## src/rtl/serial_tx_if.sv

```systemverilog
// Word handshake between the register bank read port and the serial transmitter.
interface serial_tx_if #(
    parameter int WIDTH = 8
) ();
    logic             in_valid;
    logic             in_ready;
    logic [WIDTH-1:0] in;

    modport master (output in_valid, output in, input in_ready);
    modport slave  (input in_valid, input in, output in_ready);
endinterface

```

## src/rtl/serial_tx.sv

```systemverilog
// Parallel-to-serial transmitter: start bit 0, WIDTH data bits LSB first, stop bit 1,
// each bit held CLKS_PER_BIT clocks.
//
//   state | meaning
//   IDLE  | line at 1, ready to accept a word
//   START | start bit (0) on the line
//   DATA  | shift register LSB on the line, one bit per bit period
//   STOP  | stop bit (1) on the line; done pulses as it ends
module serial_tx #(
    parameter int WIDTH        = 8,
    parameter int CLKS_PER_BIT = 4
) (
    input  logic        clk,
    input  logic        rst,
    serial_tx_if.slave  bus,
    output logic        tx_out,
    output logic        busy,
    output logic        done
);
    localparam int CW = (CLKS_PER_BIT > 1) ? $clog2(CLKS_PER_BIT) : 1;
    localparam int BW = $clog2(WIDTH + 1);
    localparam logic [CW-1:0] CYC_LAST = CW'(CLKS_PER_BIT - 1);
    localparam logic [BW-1:0] BIT_LAST = BW'(WIDTH - 1);

    typedef enum logic [1:0] {IDLE, START, DATA, STOP} state_t;

    state_t           state, state_nxt;
    logic [WIDTH-1:0] shreg, shreg_nxt;
    logic [BW-1:0]    bit_cnt, bit_cnt_nxt;
    logic [CW-1:0]    cyc_cnt, cyc_cnt_nxt;
    logic             tx_nxt, busy_nxt, done_nxt;
    logic             bit_end;

    assign bus.in_ready = (state == IDLE);
    assign bit_end      = (cyc_cnt == CYC_LAST);

    always_ff @(posedge clk) begin
        if (!rst) begin
            state   <= IDLE;
            shreg   <= '0;
            bit_cnt <= '0;
            cyc_cnt <= '0;
            tx_out  <= 1'b1;
            busy    <= 1'b0;
            done    <= 1'b0;
        end else begin
            state   <= state_nxt;
            shreg   <= shreg_nxt;
            bit_cnt <= bit_cnt_nxt;
            cyc_cnt <= cyc_cnt_nxt;
            tx_out  <= tx_nxt;
            busy    <= busy_nxt;
            done    <= done_nxt;
        end
    end

    always_comb begin
        state_nxt   = state;
        shreg_nxt   = shreg;
        bit_cnt_nxt = bit_cnt;
        cyc_cnt_nxt = bit_end ? '0 : cyc_cnt + 1'b1;
        done_nxt    = 1'b0;
        case (state)
            IDLE: begin
                cyc_cnt_nxt = '0;
                if (bus.in_valid) begin
                    shreg_nxt = bus.in;
                    state_nxt = START;
                end
            end
            START: begin
                if (bit_end) begin
                    state_nxt   = DATA;
                    bit_cnt_nxt = '0;
                end
            end
            DATA: begin
                if (bit_end) begin
                    shreg_nxt   = shreg >> 1;
                    bit_cnt_nxt = bit_cnt + 1'b1;
                    if (bit_cnt == BIT_LAST)
                        state_nxt = STOP;
                end
            end
            STOP: begin
                if (bit_end) begin
                    state_nxt = IDLE;
                    done_nxt  = 1'b1;
                end
            end
            default: state_nxt = IDLE;
        endcase

        // Outputs are registered, so the line level is derived from the state being entered.
        case (state_nxt)
            START:   tx_nxt = 1'b0;
            DATA:    tx_nxt = shreg_nxt[0];
            default: tx_nxt = 1'b1;
        endcase
        busy_nxt = (state_nxt != IDLE);
    end
endmodule

```

## src/flat_wrapper.sv

```systemverilog
// flat-port wrapper written by rule: the top's interface ports become plain ports
module serial_tx_flat 
#(
    parameter int WIDTH        = 8,
    parameter int CLKS_PER_BIT = 4
)
  (clk, rst, tx_out, busy, done, bus_in_valid, bus_in, bus_in_ready);
  serial_tx_if #(.WIDTH(WIDTH)) bus_i ();
  input  logic clk;
  input  logic rst;
  output logic tx_out;
  output logic busy;
  output logic done;
  input wire logic [$bits(bus_i.in_valid)-1:0] bus_in_valid;
  input wire logic [$bits(bus_i.in)-1:0] bus_in;
  output wire logic [$bits(bus_i.in_ready)-1:0] bus_in_ready;
  assign bus_i.in_valid = bus_in_valid;
  assign bus_i.in = bus_in;
  assign bus_in_ready = bus_i.in_ready;
  serial_tx #(.WIDTH(WIDTH), .CLKS_PER_BIT(CLKS_PER_BIT)) u_core (.clk(clk), .rst(rst), .bus(bus_i), .tx_out(tx_out), .busy(busy), .done(done));
endmodule
```

## config.mk

```make
export PLATFORM = sky130hd
export DESIGN_NAME = serial_tx_flat
export DESIGN_NICKNAME = d
export VERILOG_FILES = /design/src/rtl/serial_tx_if.sv /design/src/rtl/serial_tx.sv /design/src/flat_wrapper.sv
export SDC_FILE = /design/constraint.sdc
export NUM_CORES = 1
export LEC_CHECK = 0
export BUFFER_PORTS_ARGS = -buffer_cell sky130_fd_sc_hd__buf_2
export CORE_UTILIZATION = 52
export DETAILED_ROUTE_END_ITERATION = 10
export PLACE_DENSITY_LB_ADDON = 0.12
export SLEW_MARGIN = 10
export SYNTH_ARGS = -nofsm -noshare
export SYNTH_HDL_FRONTEND = slang
export SYNTH_SLANG_ARGS = --single-unit
```

## constraint.sdc

```tcl
create_clock -name clk -period 2.55 [get_ports clk]
set_input_delay 0 -clock clk [delete_from_list [all_inputs] [get_ports clk]]
set_output_delay 0 -clock clk [all_outputs]
set_load 0.05 [all_outputs]
```

# After elaboration in Yosys (flattened, before gate mapping)
# Cells that the tools add are included.
# totals
in_bits,11
ff_bits,19
output_inout_bits,4
# classes
eq_ne,10
reduce_logical,8
n_bitwise,1
mux,14
addsub,2
# ops
operator,count
$mux 8,2
$pmux 8 s2,1
$mux 2,5
$eq 2x2->1 const B,4
$mux 4,2
$pmux 2 s4,1
$pmux 4 s2,1
$reduce_and 3->1,2
$reduce_bool 2->1,3
$add 4x1->4 const B,1
$eq 2x1->1 const B,2
$eq 4x3->1 const B,1
$ne 2x1->1 const B,2
$reduce_or 3->1,1
$add 2x1->2 const B,1
$logic_not 2->1,1
$ne 2x2->1 const B,1
$pmux 1 s2,1
$reduce_and 2->1,1
$mux 1,1
$not 1->1,1

# Depth between registers and ports, before layout
# Gate-level depths: netlist (run 1).
# depth
word_depth,6
ltp_mapped,7

# Least setup slack after synthesis (run 1)
# No wires, ideal clock.
# synth_path
kind,reg-to-reg
start,register u_core.state[1]
end,register u_core.tx_out
t_required_ns,2.408
t_arrival_ns,1.793
stages_incl_launch_ff,8
synth_period_minus_slack_ns,1.935
path_slack_ns,0.615
cell_sequence,dfxtp_1 -> inv_1 -> ha_1 -> nor2_2 -> a211oi_4 -> o21ai_2 -> nor4b_2 -> a41oi_1
# synth_rtl
item,line,text
from (decl),serial_tx.sv:27,"state_t state, state_nxt;"
from (signal assigned),serial_tx.sv:47,state <= state_nxt;
$logic_not 2->1 (*),-,
net bus_in_ready,flat_wrapper.sv:16,output wire logic [$bits(bus_i.in_ready)-1:0] bus_in_ready;
$pmux 2 s4,serial_tx.sv:63,case (state)
$eq 2x2->1 / $eq 2x1->1 (equally long branches),serial_tx.sv:95,case (state_nxt)
$pmux 1 s2 (*),serial_tx.sv:95,
to (signal assigned),serial_tx.sv:51,tx_out <= tx_nxt;
to (decl),serial_tx.sv:16,"output logic tx_out,"
# Mark *: on every way through the listed nets, which the timed path passes. The rest lies on a longest branch.
# A chain may end at the register's enable or synchronous reset.

# Worst setup path in the final report (run 1)
# layout_path
start,register u_core.state[0]
end,register u_core.tx_out
# layout_via
elab_chain_cells,5
# layout_lines
item,line,text
$mux 2,serial_tx.sv:81,if (bit_cnt == BIT_LAST)
$mux 2,serial_tx.sv:78,if (bit_end) begin
$pmux 2 s4,serial_tx.sv:63,
$eq 2x2->1 / $eq 2x1->1 (equally long branches),serial_tx.sv:95,
$pmux 1 s2 (*),serial_tx.sv:95,
# Every way passes the cells marked *; elsewhere a longest branch is shown, timed or not.

==> impl_summary.log, run 1 <==
INFO  metric outcome = finished, final reports clean
INFO  metric p_leak = 0.409 nW
INFO  metric worstSetupEndpointType = flip-flop
INFO  metric setup.reg_to_reg.worst_slack = 0.51 ns
INFO  metric synth.ff_latch_count = 19
INFO  metric cts_tree = done
INFO  metric numClockSinks = 19
INFO  metric skew = 0.0112 ns
INFO  metric cp_num_buf_inv = 1
INFO  metric layout_common_cells = sky130_fd_sc_hd__dfxtp_1 (19), sky130_fd_sc_hd__o21ai_0 (17), sky130_fd_sc_hd__buf_2 (14)
INFO  metric max_slew_margin = 65.8%
INFO  metric slowest_delay = 0.47 ns
INFO  metric comb_power_share = between 20 and 25%
INFO  metric finalInstanceArea = 0.00103 mm²
INFO  metric final.period_utilization = about four fifths
INFO  metric numPlacedInstances = ~130
INFO  metric cp_top_family = compound AO/OA/AOI/OAI gates
INFO  metric avgSynthCellArea = approximately 8.6 µm²
INFO  metric number_of_max_cap_violations = 0
INFO  metric clkSlewWorstSetupHoldPaths = ~0.10 ns
INFO  metric area_of_the_multi_input_gates = between 500 and 600 µm²
INFO  metric die_h = roughly 44 µm
INFO  metric worst_ir_drop_vdd = 493 µV
INFO  metric sequential_cell_area = about 380 µm²
INFO  metric floorplan.initialDensity = roughly three fifths
INFO  metric layout-area-overhead-vs-synth = 11.6%
INFO  metric cts_inserted_buffers = 3
INFO  metric yosysWarningCount = 0
INFO  metric critical-path-slowest-cell = sky130_fd_sc_hd__ha_1
INFO  metric grt_overflow_total = 0
INFO  metric crit_path_max_fanout = 17
INFO  metric global_route_usage_sum = a little over a fifth
INFO  metric drt-pass1-iter-count = 6
INFO  metric placedInstanceArea = approximately 1000 µm²
INFO  metric ctsRootBufferMaster = sky130_fd_sc_hd__clkbuf_4
INFO  metric required_time_of_the_worst_setup_path = 2.72 ns
INFO  metric die_area = 0.00195 mm²
INFO  metric routedWlPerCell = 13.1 µm
INFO  metric drt_wl_total = 1.81 mm
INFO  metric count_of_endpoints_failing_setup_in_the_final_report = 0
INFO  metric finalWeightedCongestion = 0.779
INFO  metric final.fill_count = 155
INFO  metric postRouteAntennaNets = 0
INFO  metric report.final.slew_viol_count = 0
INFO  metric syn_area = 926 µm²
INFO  metric clock_latency_of_the_later_clocked_register_in_the_worst_skew_pair = 0.29 ns
INFO  metric worst-slew-pin-transition = 0.513 ns
INFO  metric ys_seq_area_share = 41.1%
INFO  metric final_common_cell = sky130_fd_sc_hd__dfxtp_1
INFO  metric fmaxAchievable = 491 MHz
INFO  metric switching_power_share_of_the_total = roughly 29%
INFO  metric num_vias = 816
INFO  metric postLayoutCoreUtil = 65.6%
INFO  metric pwr_density = 572 mW/mm²
INFO  metric antenna-diode-count = 0
INFO  metric final_net_count = 140
INFO  metric part_of_the_total_power_dissipated_in_sequential_elements = a little under three fifths
INFO  metric detailedRoute.firstIterationViolations = 33
INFO  metric fin_cells = around 140
INFO  metric ys_types = 30
INFO  metric grt_max_degree = 18
INFO  metric tns = 0 ns
INFO  metric sw_power = 0.000171 W
INFO  metric grt_pass1_vias = 705
INFO  metric htreeDepth = 1
INFO  metric floorplan.die.width = around 44 µm
INFO  metric power.share.clock = 24.7%
INFO  metric global_route_wire_length_before_repair = 3.11 mm
INFO  metric post_cts_resize_count = 0
INFO  metric synthesis.nets = roughly 130
INFO  metric detailedPlacementHpwl = 1.34 mm
INFO  metric io_buffer_count = 14
INFO  metric min-delay-path-class = input pin to flip-flop
INFO  metric detail_route.drc_violations = 0
INFO  metric crit_path_start_kind = flip-flop
INFO  metric timing.critical_path.cells = inv_1, ha_1, nor2_2, a211oi_4, o21ai_2, nor4b_2, a41oi_1
INFO  metric cell_internal_pwr = 0.000420 W
INFO  metric clock_path_buffers = 2
INFO  metric worst-setup-path-type = flip-flop to flip-flop
INFO  metric antenna_violations_before_repair = 0
INFO  metric number_of_standard_cell_rows_in_the_floorplan = 14
INFO  metric rsz0062_at_grt = no
INFO  metric shortest_clock_period_the_worst_path_allows_after_layout = 2.04 ns
INFO  metric netlist_instances = 108
INFO  metric core = 0.00158 mm²
INFO  metric dr_vias_cell = 5.91
INFO  metric layout-drive-gt1-share = 18.0%
INFO  metric critical_path_arrival = between 2 and 2.5 ns
INFO  metric final_hold_viols = 0
INFO  metric num_io_pins = 15
-- layout make-up --
| class | instances | area share [%] |
|---|---|---|
| clock buffers | 4 | 2.54 |
| inverters | 6 | 2.18 |
| well taps | 16 | 1.94 |
| flip-flops and latches | 19 | 36.8 |
| multi-input cells | 78 | 48.8 |
| repair buffers | 15 | 7.75 |
-- worst paths after layout --
kind                            cells after the start                         start                      endpoint
worst max-delay path                                7    u_core.state[0]$_SDFF_PN0_      u_core.tx_out$_SDFF_PN1_
worst min-delay path                                3                     bus_in[1]  u_core.shreg[1]$_SDFFE_PN0P_
worst max register to register                      7    u_core.state[0]$_SDFF_PN0_      u_core.tx_out$_SDFF_PN1_
worst min register to register                      1  u_core.cyc_cnt[0]$_SDFF_PP0_  u_core.cyc_cnt[0]$_SDFF_PP0_
-- power by group through the flow --
stage | combinational, W | sequential (W) | clock [W]
floorplan | 0.0000779 | 0.000343 | 0
global route | 0.000132 | 0.000329 | 0.000164
finish | 0.000119 | 0.000327 | 0.000146
detailed placement | 0.000116 | 0.000333 | 0
CTS | 0.000118 | 0.000327 | 0.000151
global placement | 0.000114 | 0.000333 | 0
-- worst reg2reg max path, stage by stage (launching register included) --
cell and delay, ns:
sky130_fd_sc_hd__dfxtp_1 0.35, sky130_fd_sc_hd__inv_1 0.09, sky130_fd_sc_hd__ha_1 0.47, sky130_fd_sc_hd__nor2_2 0.12, sky130_fd_sc_hd__a211oi_4 0.44, sky130_fd_sc_hd__o21ai_2 0.11, sky130_fd_sc_hd__nor4b_2 0.25, sky130_fd_sc_hd__a41oi_1 0.07
-- metal layers --
layer / vias up / share of wire, % / GRT usage (%)
met2: 17 / 44 / 32.6
met3: 2 / 4.5 / 6.12
met4: 0 / 1.1 / 7.88
met1: 374 / 50 / 29.8
met5: - / 0 / 0
li1: 423 / - / -
-- cells in the mapped netlist, drive strengths merged --
cell type / count / share of area, %
a21oi: 5 / 2.7
ha: 6 / 8.1
nand4: 2 / 1.4
inv: 5 / 2.0
and3: 1 / 0.68
o21ai: 25 / 14
a41oi: 1 / 0.95
xor2: 2 / 1.9
or2: 1 / 0.68
a211oi: 1 / 2.2
nor2: 9 / 3.9
clkbuf: 5 / 2.0
nor2b: 3 / 2.0
o32a: 1 / 1.1
o21a: 1 / 0.81
nand4b: 1 / 0.95
clkinv: 1 / 0.41
and2: 2 / 1.4
nand2b: 2 / 1.4
dfxtp: 19 / 41
nand2: 3 / 1.2
nor4: 1 / 0.68
a31oi: 6 / 4.1
nand3: 2 / 1.1
nor4b: 2 / 2.6
a32oi: 1 / 0.95
-- flip-flops by register name (all words and copies together) (netlist names) --
register and cells:
u_core.busy 1, u_core.shreg 8, u_core.bit_cnt 4, u_core.done 1, u_core.state 2, u_core.cyc_cnt 2
u_core.tx_out 1
-- cells by family after synthesis --
logic type	count (synthesis)	synth area share, %
DFF	19	41.1
xor gates and xnor gates	2	1.89
buffers and inverters	11	4.46
and+or+nand+nor	29	17.8
AOI/OAI and AO/OA	41	26.6
adders and majority gates	6	8.11
-- through the flow --
| stage | setup WS [ns] | hold slack, ns | total power [W] |
|---|---|---|---|
| final | 0.512 | 0.0164 | 0.000591 |
| after global routing | 0.350 | 0.0227 | 0.000625 |
| after CTS | 0.523 | 0.0136 | 0.000596 |
| after detailed placement | 0.524 | 0.293 | 0.000450 |
| after global placement | 0.637 | 0.292 | 0.000447 |
| after floorplan | 0.615 | 0.152 | 0.000421 |
-- what timing repair did --
| item | in CTS | in global routing |
|---|---|---|
| hold buffers | 1 | 0 |
| buffers inserted | 0 | 0 |
| hold endpoints to repair | 1 | 0 |
No activity file was read; power rests on OpenSTA's default activity.
==> run 2, diff against run 1 <==
--- a/config.mk
+++ b/config.mk
@@ -6,7 +6,7 @@
 export NUM_CORES = 1
 export LEC_CHECK = 0
 export BUFFER_PORTS_ARGS = -buffer_cell sky130_fd_sc_hd__buf_2
-export CORE_UTILIZATION = 52
+export CORE_UTILIZATION = 48
 export DETAILED_ROUTE_END_ITERATION = 10
 export PLACE_DENSITY_LB_ADDON = 0.12
 export SLEW_MARGIN = 10
==> constraint.sdc (replaced) <==
create_clock -name clk -period 1.7 [get_ports clk]
set_input_delay 0 -clock clk [delete_from_list [all_inputs] [get_ports clk]]
set_output_delay 0 -clock clk [all_outputs]
set_load 0.05 [all_outputs]
==> run 2 against run 1 <==
Net effect:
- sequential share of layout area down 2.7 points
- global-route usage is 0.22 points lower
- highest routed layer unchanged
- non-clock buffer count is 7 higher
- clock power grew 58%
- largest cell class unchanged
- utilization is 1.9 points lower
- clock skew shrank 0.0078 ns
==> impl_summary.log, run 2 (synthesis results as in run 1) <==
INFO  metric p_leak = 0.449 nW
INFO  metric count_of_endpoints_failing_setup_in_the_final_report = 0
INFO  metric cts_inserted_buffers = 3
INFO  metric final_common_cell = sky130_fd_sc_hd__dfxtp_1
INFO  metric global_route_usage_sum = between 20 and 25%
INFO  metric max_slew_margin = between 80% and 90%
INFO  metric placedInstanceArea = 0.00107 mm²
INFO  metric outcome = finished, final reports clean
INFO  metric largest_register_ff_count = 8
INFO  metric grt_max_degree = 18
INFO  metric layout_top_registers = u_core.shreg x8, u_core.bit_cnt x4
INFO  metric ff2ff_path_depth = 7
INFO  metric final.period_utilization = 94.7%
INFO  metric r2r-end = u_core.shreg[4]$_SDFFE_PN0P_
INFO  metric number_of_standard_cell_rows_in_the_floorplan = 15
INFO  metric worstSetupEndpointType = flip-flop
INFO  metric pwr_density = 819 mW/mm²
INFO  metric holdCritStartpoint = bus_in[5]
INFO  metric skew = 0.00344 ns
INFO  metric num_io_pins = 15
INFO  metric finalInstanceArea = 0.00112 mm²
INFO  metric clock_path_buffers = 2
INFO  metric report.final.slew_viol_count = 0
INFO  metric worst_ir_drop_vdd = 529 µV
INFO  metric worst-slew-pin-transition = 0.270 ns
INFO  metric global_route_wire_length_before_repair = between 3 and 4 mm
INFO  metric final_net_count = roughly 150
INFO  metric layout-area-overhead-vs-synth = 21.4%
INFO  metric floorplan.initialDensity = 52.5%
INFO  metric htreeDepth = 1
INFO  metric core = 0.00176 mm²
INFO  metric clock_latency_of_the_later_clocked_register_in_the_worst_skew_pair = 0.30 ns
INFO  metric antenna-diode-count = 0
INFO  metric hold_depth = 3
INFO  metric die_area = ~0.0021 mm²
INFO  metric met1_length = 920 µm
INFO  metric detailedPlacementHpwl = 1.39 mm
INFO  metric drt-pass1-iter-count = 4
INFO  metric slowest_delay = roughly 0.35 ns
INFO  metric top_signal_layer_used = met4
INFO  metric rsz0062_at_grt = no
INFO  metric r2r-start = u_core.state[0]$_SDFF_PN0_
INFO  metric critical-path-slowest-cell = sky130_fd_sc_hd__dfxtp_2
INFO  metric shortest_clock_period_the_worst_path_allows_after_layout = 1.61 ns
INFO  metric met3_wirelength = approximately 61 µm
INFO  metric max_flop_register = u_core.shreg
INFO  metric num_vias = 846
INFO  metric antenna_violations_before_repair = 0
INFO  metric detailedRoute.firstIterationViolations = 14
INFO  metric finalWeightedCongestion = 0.829
INFO  metric crit_path_start_kind = flip-flop
INFO  metric routedWlPerCell = 12.4 µm
INFO  metric whs_endpoint = u_core.shreg[5]$_SDFFE_PN0P_
INFO  metric layout-drive-gt1-share = 27.9%
INFO  metric ctsRootBufferMaster = sky130_fd_sc_hd__clkbuf_4
INFO  metric wl_met2 = 886 µm
INFO  metric fin_hold_ws = 0.0131 ns
INFO  metric grt_overflow_total = 0
INFO  metric die_h = 45.9 µm
INFO  metric postRouteAntennaNets = 0
INFO  metric final.fill_count = approximately 170
INFO  metric required_time_of_the_worst_setup_path = 1.93 ns
INFO  metric critical_path_arrival = 1.83 ns
INFO  metric drt_wl_total = 1.91 mm
INFO  metric grt_pass1_vias = 736
INFO  metric numClockSinks = 19
INFO  metric detail_route.drc_violations = 0
INFO  metric worst-setup-path-type = flip-flop to flip-flop
INFO  metric floorplan.die.width = 45.9 µm
INFO  metric dr_vias_cell = around 5.5
INFO  metric min-delay-path-class = input pin to flip-flop
INFO  metric number_of_max_cap_violations = 0
INFO  metric layout_common_cells = sky130_fd_sc_hd__dfxtp_1 (17), sky130_fd_sc_hd__o21ai_0 (16), sky130_fd_sc_hd__buf_2 (14)
INFO  metric cts_tree = done
INFO  metric io_buffer_count = 14
INFO  metric final_hold_viols = 0
INFO  metric clkSlewWorstSetupHoldPaths = 0.11 ns
INFO  metric crit_path_max_fanout = 8
INFO  metric timing.critical_path.cells = inv_1, ha_2, nor2_2, a211oi_4, buf_4, o21ai_1, a31oi_1
INFO  metric setup.reg_to_reg.worst_slack = 0.09 ns
INFO  metric fmaxAchievable = 621 MHz
-- run 2: cell type report --
| type | count | area (µm²) | share of cell area (%) |
|---|---|---|---|
| inverter | 6 | 22.5 | 2.00 |
| tap | 25 | 31.3 | 2.78 |
| multi-input combinational | 78 | 527 | 46.9 |
| clock buffer | 3 | 22.5 | 2.00 |
| timing repair buffer | 22 | 133 | 11.8 |
| clock inverter | 1 | 5.00 | 0.445 |
| sequential | 19 | 383 | 34.1 |
-- run 2: worst max path at each step --
stage                                              end                       start  slack [ns]
after global placement        u_core.tx_out$_SDFF_PN1_  u_core.state[1]$_SDFF_PN0_       -0.01
after CTS                     u_core.tx_out$_SDFF_PN1_  u_core.state[1]$_SDFF_PN0_       0.009
after global routing          u_core.tx_out$_SDFF_PN1_  u_core.state[1]$_SDFF_PN0_       0.005
final                     u_core.shreg[4]$_SDFFE_PN0P_  u_core.state[0]$_SDFF_PN0_        0.09
after detailed placement      u_core.tx_out$_SDFF_PN1_  u_core.state[1]$_SDFF_PN0_       -0.05
after floorplan               u_core.tx_out$_SDFF_PN1_  u_core.state[0]$_SDFF_PN0_        0.07
-- run 2: metrics by stage --
step                      util (%)  instances  setup WS (ns)  total power [W]  setup TNS [ns]
after floorplan                  -        108         0.0732         0.000640               0
after global placement        60.9        149        -0.0138         0.000690         -0.0138
after detailed placement      60.9        149        -0.0517         0.000694         -0.0517
after CTS                     63.3        154        0.00918         0.000925               0
after global routing          63.7        154        0.00544         0.000972               0
final                         63.7        154         0.0903         0.000921               0
-- run 2: critical path, delay by kind of cell (launching register included) --
kind                     cells  cell delay (ns)
AND/OR/NAND/NOR              1             0.08
flip-flops                   1             0.35
adder cells (fa/ha/maj)      1             0.31
AO/OA/AOI/OAI                3             0.48
buffers and inverters        2             0.32
-- run 2: power by group --
| group | switching, W | internal [W] |
|---|---|---|
| registers | 0.0000144 | 0.000476 |
| logic | 0.000119 | 0.0000812 |
| clock network | 0.000142 | 0.0000878 |
-- run 2: metal layers --
layer,GRT usage [%],vias to the layer above
li1,-,433
met1,29.2,388
met2,32.7,18
met3,2.78,7
met4,11.8,0
met5,0,-
-- run 2: repair_timing --
item / 4_1_cts / 5_1_grt
hold endpoints to repair: 1 / 0
hold buffers: 1 / 0
setup buffers: 0 / 0
setup endpoints to repair: 4 / 5
resized for setup: 3 / 3
